===== config.mk =====
export PLATFORM = sky130hd
export DESIGN_NAME = regfile_sequencer
export DESIGN_NICKNAME = d
export VERILOG_FILES = /design/src/rtl/regfile_sequencer.sv
export SDC_FILE = /design/constraint.sdc
export NUM_CORES = 1
export LEC_CHECK = 0
export CORE_AREA = 2 2 55 57
export DETAILED_ROUTE_END_ITERATION = 16
export DIE_AREA = 0 0 57 59
export GPL_ROUTABILITY_DRIVEN = 0
export PLACE_DENSITY = 0.73
export SYNTH_ARGS = -nofsm -noshare
export SYNTH_HDL_FRONTEND = slang
export SYNTH_SLANG_ARGS = --single-unit

===== constraint.sdc =====
create_clock -name clk -period 5.3 [get_ports clk]
set_input_delay 1.06 -clock clk [delete_from_list [all_inputs] [get_ports clk]]
set_output_delay 1.06 -clock clk [all_outputs]
set_load 0.01 [all_outputs]

===== src/rtl/regfile_sequencer.sv =====
// Multi-cycle sequencer for a 4x4-bit register file.
// Accepts one 8-bit instruction per handshake. It reads the two source registers,
// runs a 4-bit ALU op and writes the result back to the register file.
//
// state  | meaning
// -------+-----------------------------------------------------------
// S_IDLE | waiting for an instruction; instr_ready high
// S_READ | rs1/rs2 driven, register file read data settling
// S_EXEC | ru1/ru2 sampled, ALU result captured in result_q
// S_WB   | write-back strobe and done pulse; flags commit on exit
module regfile_sequencer #(
  parameter bit ENABLE_LDI = 1'b1,
  parameter bit REG0_RO    = 1'b0
) (
  input  logic       clk,
  input  logic       rst,
  input  logic       instr_valid,
  output logic       instr_ready,
  input  logic [7:0] instr,
  output logic [1:0] rs1,
  output logic [1:0] rs2,
  input  logic [3:0] ru1,
  input  logic [3:0] ru2,
  output logic [1:0] rd,
  output logic       RuWr,
  output logic [3:0] RuWrData,
  output logic       busy,
  output logic       done,
  output logic       flag_zero,
  output logic       flag_carry
);

  typedef enum logic [1:0] {
    S_IDLE = 2'd0,
    S_READ = 2'd1,
    S_EXEC = 2'd2,
    S_WB   = 2'd3
  } state_t;

  localparam logic [1:0] OP_ADD = 2'b00;
  localparam logic [1:0] OP_SUB = 2'b01;
  localparam logic [1:0] OP_AND = 2'b10;
  localparam logic [1:0] OP_LDI = 2'b11;

  state_t      state_q, state_d;
  logic [1:0]  op_q;
  logic [1:0]  rs1_q, rs2_q, rd_q;
  logic [4:0]  result_q;
  logic        zero_q, carry_q;
  logic        accept;
  logic        is_nop;

  // Opcode 11 becomes a pure sequencing slot when load-immediate is disabled.
  assign is_nop = (op_q == OP_LDI) && !ENABLE_LDI;

  // State register
  always_ff @(posedge clk) begin
    if (rst) begin
      state_q <= S_IDLE;
    end else begin
      state_q <= state_d;
    end
  end

  // Next-state and output decode; outputs depend only on registered state
  always_comb begin
    state_d     = state_q;
    instr_ready = 1'b0;
    accept      = 1'b0;
    busy        = 1'b1;
    done        = 1'b0;
    RuWr        = 1'b0;
    RuWrData    = 4'h0;
    case (state_q)
      S_IDLE: begin
        busy        = 1'b0;
        instr_ready = !rst;
        accept      = instr_valid && !rst;
        if (accept) begin
          state_d = (instr[7:6] == OP_LDI) ? S_WB : S_READ;
        end
      end
      S_READ: state_d = S_EXEC;
      S_EXEC: state_d = S_WB;
      S_WB: begin
        done     = 1'b1;
        RuWr     = !(is_nop || (REG0_RO && (rd_q == 2'd0)));
        RuWrData = result_q[3:0];
        state_d  = S_IDLE;
      end
      default: state_d = S_IDLE;
    endcase
  end

  // Instruction latch, ALU result capture and flag commit
  always_ff @(posedge clk) begin
    if (rst) begin
      op_q     <= OP_ADD;
      rs1_q    <= 2'd0;
      rs2_q    <= 2'd0;
      rd_q     <= 2'd0;
      result_q <= 5'd0;
      zero_q   <= 1'b0;
      carry_q  <= 1'b0;
    end else begin
      if (accept) begin
        op_q  <= instr[7:6];
        rd_q  <= instr[5:4];
        rs1_q <= instr[3:2];
        rs2_q <= instr[1:0];
        if (ENABLE_LDI && (instr[7:6] == OP_LDI)) begin
          result_q <= {1'b0, instr[3:0]};
        end
      end
      if (state_q == S_EXEC) begin
        case (op_q)
          OP_ADD:  result_q <= {1'b0, ru1} + {1'b0, ru2};
          OP_SUB:  result_q <= {(ru1 < ru2), ru1 - ru2};
          OP_AND:  result_q <= {1'b0, ru1 & ru2};
          default: result_q <= result_q;
        endcase
      end
      if ((state_q == S_WB) && !is_nop) begin
        zero_q <= (result_q[3:0] == 4'h0);
        if ((op_q == OP_ADD) || (op_q == OP_SUB)) begin
          carry_q <= result_q[4];
        end
      end
    end
  end

  assign rs1        = rs1_q;
  assign rs2        = rs2_q;
  assign rd         = rd_q;
  assign flag_zero  = zero_q;
  assign flag_carry = carry_q;

endmodule


==> results.md <==
- The antenna diode instance count is 0.
- The path type of the worst min-delay path is flip-flop to flip-flop.
- The clock tree from TritonCTS is yes.
- The shortest period the worst path allows is 3650 ps.
- The insertion delay of the later-clocked pin in the worst-skew pair is 280 ps.
- Final hold analysis gives a worst-case slack of 459 ps.
- Traced cell by cell, the critical path runs through clkdlybuf4s50_1 -> nor2_1 -> clkdlybuf4s50_1.
- Internal power comes to 256 uW.
- The hold-fix buffer count after cts is 0.
- The count of routing violations after the opening detailed-route iteration is 32.
- The routed layout has 1123 vias.
- The data arrival time of the critical path is 2590 ps.
- The analysis attributes to net switching a power of 145 uW.
- Pin placement for this block handled 35 I/O pins.
- Net switching is 36.1% of the power.
- The die width is 57 um.
- In this run the tightest slew margin relative to its limit is 53.7%.
- For this configuration, the core starts out at a cell density of 43.6%.
- The final number of hold-violating endpoints was 0.
- The analysis attributes to cell leakage a power of 0.635 nW.
- The placeable core region is 0.00271 mm^2.
- The worst min-delay path startpoint is rd[1].
- The sum of routed wire length over all layers is 2700 um.
- The overall routing resource usage is 16.7%.
- The largest single stage delay on the critical path is 760 ps.
- Clock-pin slew was measured on the worst setup and hold paths at 90 ps.
- The worst setup path is captured at an output pin.
- Entering global routing, the biggest net connects 22 pins.
- The standard-cell row count is 19.
- The total overflow left after global routing is 0.
- In the finished design, the share of the clock period the worst path needs comes to 68.9%.
- Gates resized during post-CTS repair numbered 0.
- After detailed routing, the number of vias per cell comes to 5.25.
- The maximum fanout encountered on the critical timing path is 21.
- VDD sags by at most 0.236 mV.
- The number of global-route vias before repair came to 1053.
- CTS built an H-tree with a depth of 1.
- Counting the fill cells in the layout gives 270.
- The global-route wire length before repair is 4500 um.
- The height of the chip is 59 um.
- The data required time at the worst endpoint is 4240 ps.
- Setup violations remaining at the end of the flow were counted as 0.
- Summing every instance area after synthesis gives 0.00118 mm^2.
- The slowest stage of the critical path belongs to the cell sky130_fd_sc_hd__clkdlybuf4s50_1.
- For this run, the number of Yosys warnings is 0.
- The total DRC errors in the routed layout is 0.
- The max-slew violation total from the final report is 0.
- Detailed placement ended at an HPWL of 2190 um.
- The number of nets at the end of the flow is 219.
- The run finished with clean final reports.
- The post-synthesis area per instance is 7.87 um^2.
- Per report_power, the clock group accounts for 16.8% of the total.
- The ratio of cells with drive above 1 in the final layout is 4.92%.
- The combinational share of power is 44.2%.
- Clock skew on the completed layout was measured at 1.25 ps.
- The total power density per cell area is 256 mW/mm^2.
- The number of buffers and inverters on the critical path is 2.
- The kind of cell with the highest combined delay on the critical path is buffers and inverters.
- Static timing analysis puts the maximum clock frequency at 274 MHz.
- Sequential cells account for 39.1% of the total power.
- The number of antenna violations at the first check in global routing was 0.
- CTS placed an instance of sky130_fd_sc_hd__clkbuf_4 at the clock tree root.
- The cell count after synthesis came out at 150.
- The setup fix buffers added after clock tree synthesis is 0.
- During placement, the flow inserted port buffers numbering 34.
- The sequential cell area fraction in the yosys report is 28.8%.
- The critical path starts at rst.
- The detail route stage leaves a number of antenna-violating nets equal to 0.
- Counting the buffers created by CTS gives 3.
- For the pin with the worst max-slew slack, the measured transition is 692 ps.
- The worst register-to-register path begins at op_q[0].
- The number of detailed-route iterations in the first pass is 4.
- Setup repair after global routing left no endpoint under its margin.
- The aggregate negative setup slack is 0 ps.
- In this run the deepest clock path goes through 2 buffers.
- Synthesis produced a netlist with a net count of 185.
- The detail-routed net length per standard cell is 12.6 um.
- The area of the die is 0.00336 mm^2.
- The critical path class is primary input to output pin.
- The synthesis-to-finish area growth is 32.3%.
- Max-cap violations in this run came to 0.
- The type of origin of the critical path is a primary input.
- The cell repeated most along the worst path is sky130_fd_sc_hd__clkdlybuf4s50_1.
- The flip-flop and latch count after synthesis is 17.
- The CTS sink count is 17.
- The synthesized netlist contains 37 unique library cells.
metrics by stage:
stage                     instances  worst slack, ps  util [%]  power (mW)  area (um^2)
final                           214             1650      57.7       0.401         1560
after CTS                       214             1650      57.7       0.405         1560
after detailed placement        210             1650      56.7       0.336         1540
after global routing            214             1540      57.7       0.434         1560
after global placement          210             1660      56.7       0.330         1540
after floorplan                 150             2540         -       0.271         1180
cell usage in the layout, fill, tap and decap left out, drive strengths merged:
master / Yosys / routed
inv: 18 / 18
o21ai: 5 / 5
nand3b: 3 / 3
nand2b: 1 / 1
nor4: 1 / 1
o311a: 1 / 1
nand2: 23 / 23
a221oi: 2 / 2
dfxtp: 17 / 17
o21bai: 1 / 1
fa: 2 / 2
nand3: 4 / 4
a211o: 1 / 1
a211oi: 1 / 1
o41ai: 3 / 3
o22ai: 1 / 1
clkdlybuf4s50: 0 / 34
o211ai: 1 / 1
a21oi: 16 / 16
and3: 2 / 2
a22oi: 1 / 1
mux2i: 3 / 3
nand4: 2 / 2
a31oi: 2 / 2
and2: 5 / 5
nor2: 11 / 11
nor3: 1 / 1
clkbuf: 2 / 4
or3: 2 / 2
ha: 14 / 14
a21o: 1 / 1
power by group through the flow:
stage | Clock [mW] | Sequential, mW | Combinational (mW)
after floorplan | 0 | 0.160 | 0.111
after global placement | 0 | 0.158 | 0.171
after detailed placement | 0 | 0.159 | 0.177
after CTS | 0.0708 | 0.157 | 0.178
after global routing | 0.0784 | 0.159 | 0.196
final | 0.0672 | 0.156 | 0.177
worst paths after layout:
kind | depth (start not counted) | slack (ps) | end
worst min-delay path | 2 | 460 | rd[1]
worst max register to register | 7 | 3310 | result_q[3]
worst min register to register | 2 | 460 | rd[1]
worst max-delay path | 3 | 1650 | instr_ready
layer usage:
layer  vias up  wire (um)  track usage (%)
met3         2        103             4.80
met4         0          9             1.99
li1        580          -                -
met2        27       1340             29.9
met5         -          0                0
met1       514       1250             20.6
cells in the mapped netlist:
| library cell | instances | area [um^2] |
|---|---|---|
| sky130_fd_sc_hd__o21bai_1 | 1 | 7.51 |
| sky130_fd_sc_hd__nand2_1 | 23 | 86.3 |
| sky130_fd_sc_hd__a211o_2 | 1 | 10.0 |
| sky130_fd_sc_hd__buf_2 | 1 | 5.00 |
| sky130_fd_sc_hd__a21o_1 | 1 | 7.51 |
| sky130_fd_sc_hd__mux2i_1 | 3 | 30.0 |
| sky130_fd_sc_hd__nor3_1 | 1 | 5.00 |
| sky130_fd_sc_hd__o21ai_0 | 5 | 25.0 |
| sky130_fd_sc_hd__nor2_1 | 11 | 41.3 |
| sky130_fd_sc_hd__and3_2 | 1 | 7.51 |
| sky130_fd_sc_hd__nand4_1 | 2 | 12.5 |
| sky130_fd_sc_hd__inv_1 | 17 | 63.8 |
| sky130_fd_sc_hd__dfxtp_1 | 17 | 340 |
| sky130_fd_sc_hd__o41ai_1 | 2 | 17.5 |
| sky130_fd_sc_hd__nor4_1 | 1 | 6.26 |
| sky130_fd_sc_hd__buf_4 | 1 | 7.51 |
| sky130_fd_sc_hd__inv_2 | 1 | 3.75 |
| sky130_fd_sc_hd__o211ai_1 | 1 | 7.51 |
| sky130_fd_sc_hd__fa_1 | 2 | 40.0 |
| sky130_fd_sc_hd__a221oi_1 | 2 | 17.5 |
| sky130_fd_sc_hd__or3_2 | 1 | 7.51 |
| sky130_fd_sc_hd__and2_1 | 5 | 31.3 |
| sky130_fd_sc_hd__o22ai_1 | 1 | 6.26 |
| sky130_fd_sc_hd__a31oi_1 | 2 | 12.5 |
| sky130_fd_sc_hd__o41ai_4 | 1 | 27.5 |
| sky130_fd_sc_hd__o311a_2 | 1 | 11.3 |
| sky130_fd_sc_hd__a211oi_1 | 1 | 7.51 |
| sky130_fd_sc_hd__clkbuf_1 | 2 | 7.51 |
| sky130_fd_sc_hd__ha_1 | 14 | 175 |
| sky130_fd_sc_hd__nand2b_1 | 1 | 6.26 |
| sky130_fd_sc_hd__and3_1 | 1 | 6.26 |
| sky130_fd_sc_hd__a22oi_1 | 1 | 7.51 |
| sky130_fd_sc_hd__buf_1 | 1 | 3.75 |
| sky130_fd_sc_hd__nand3_1 | 4 | 20.0 |
| sky130_fd_sc_hd__nand3b_1 | 3 | 22.5 |
| sky130_fd_sc_hd__a21oi_1 | 16 | 80.1 |
| sky130_fd_sc_hd__or3_1 | 1 | 6.26 |
cell type report:
cell class | instances | area (um^2) | share of cell area [%]
clock buffers | 4 | 26.3 | 1.68
repair buffers | 34 | 340 | 21.8
well taps | 31 | 38.8 | 2.48
inverters | 18 | 67.6 | 4.32
flip-flops and latches | 17 | 340 | 21.8
multi-input cells | 110 | 749 | 48.0
state kept, by name, indices dropped and copies added, names as in the netlist:
signal and count:
rs2 2, state_q 2, flag_zero 1, result_q 5, op_q 2, rd 2
rs1 2, flag_carry 1
worst min-delay path, stage by stage, from the launching register on:
cell                      delay (ps)
sky130_fd_sc_hd__dfxtp_1         320
sky130_fd_sc_hd__nand2_1          50
sky130_fd_sc_hd__a21oi_1          50
cell families (layout without fill, tap and decap cells):
family | after synthesis | count (layout) | synth area share (%)
mux | 3 | 3 | 2.54
simple gates | 55 | 55 | 21.9
buf+inv | 23 | 56 | 7.73
flops | 17 | 17 | 28.8
compound gates | 36 | 36 | 20.8
fa+ha+maj | 16 | 16 | 18.2
No activity file was read; power rests on OpenSTA's default activity.
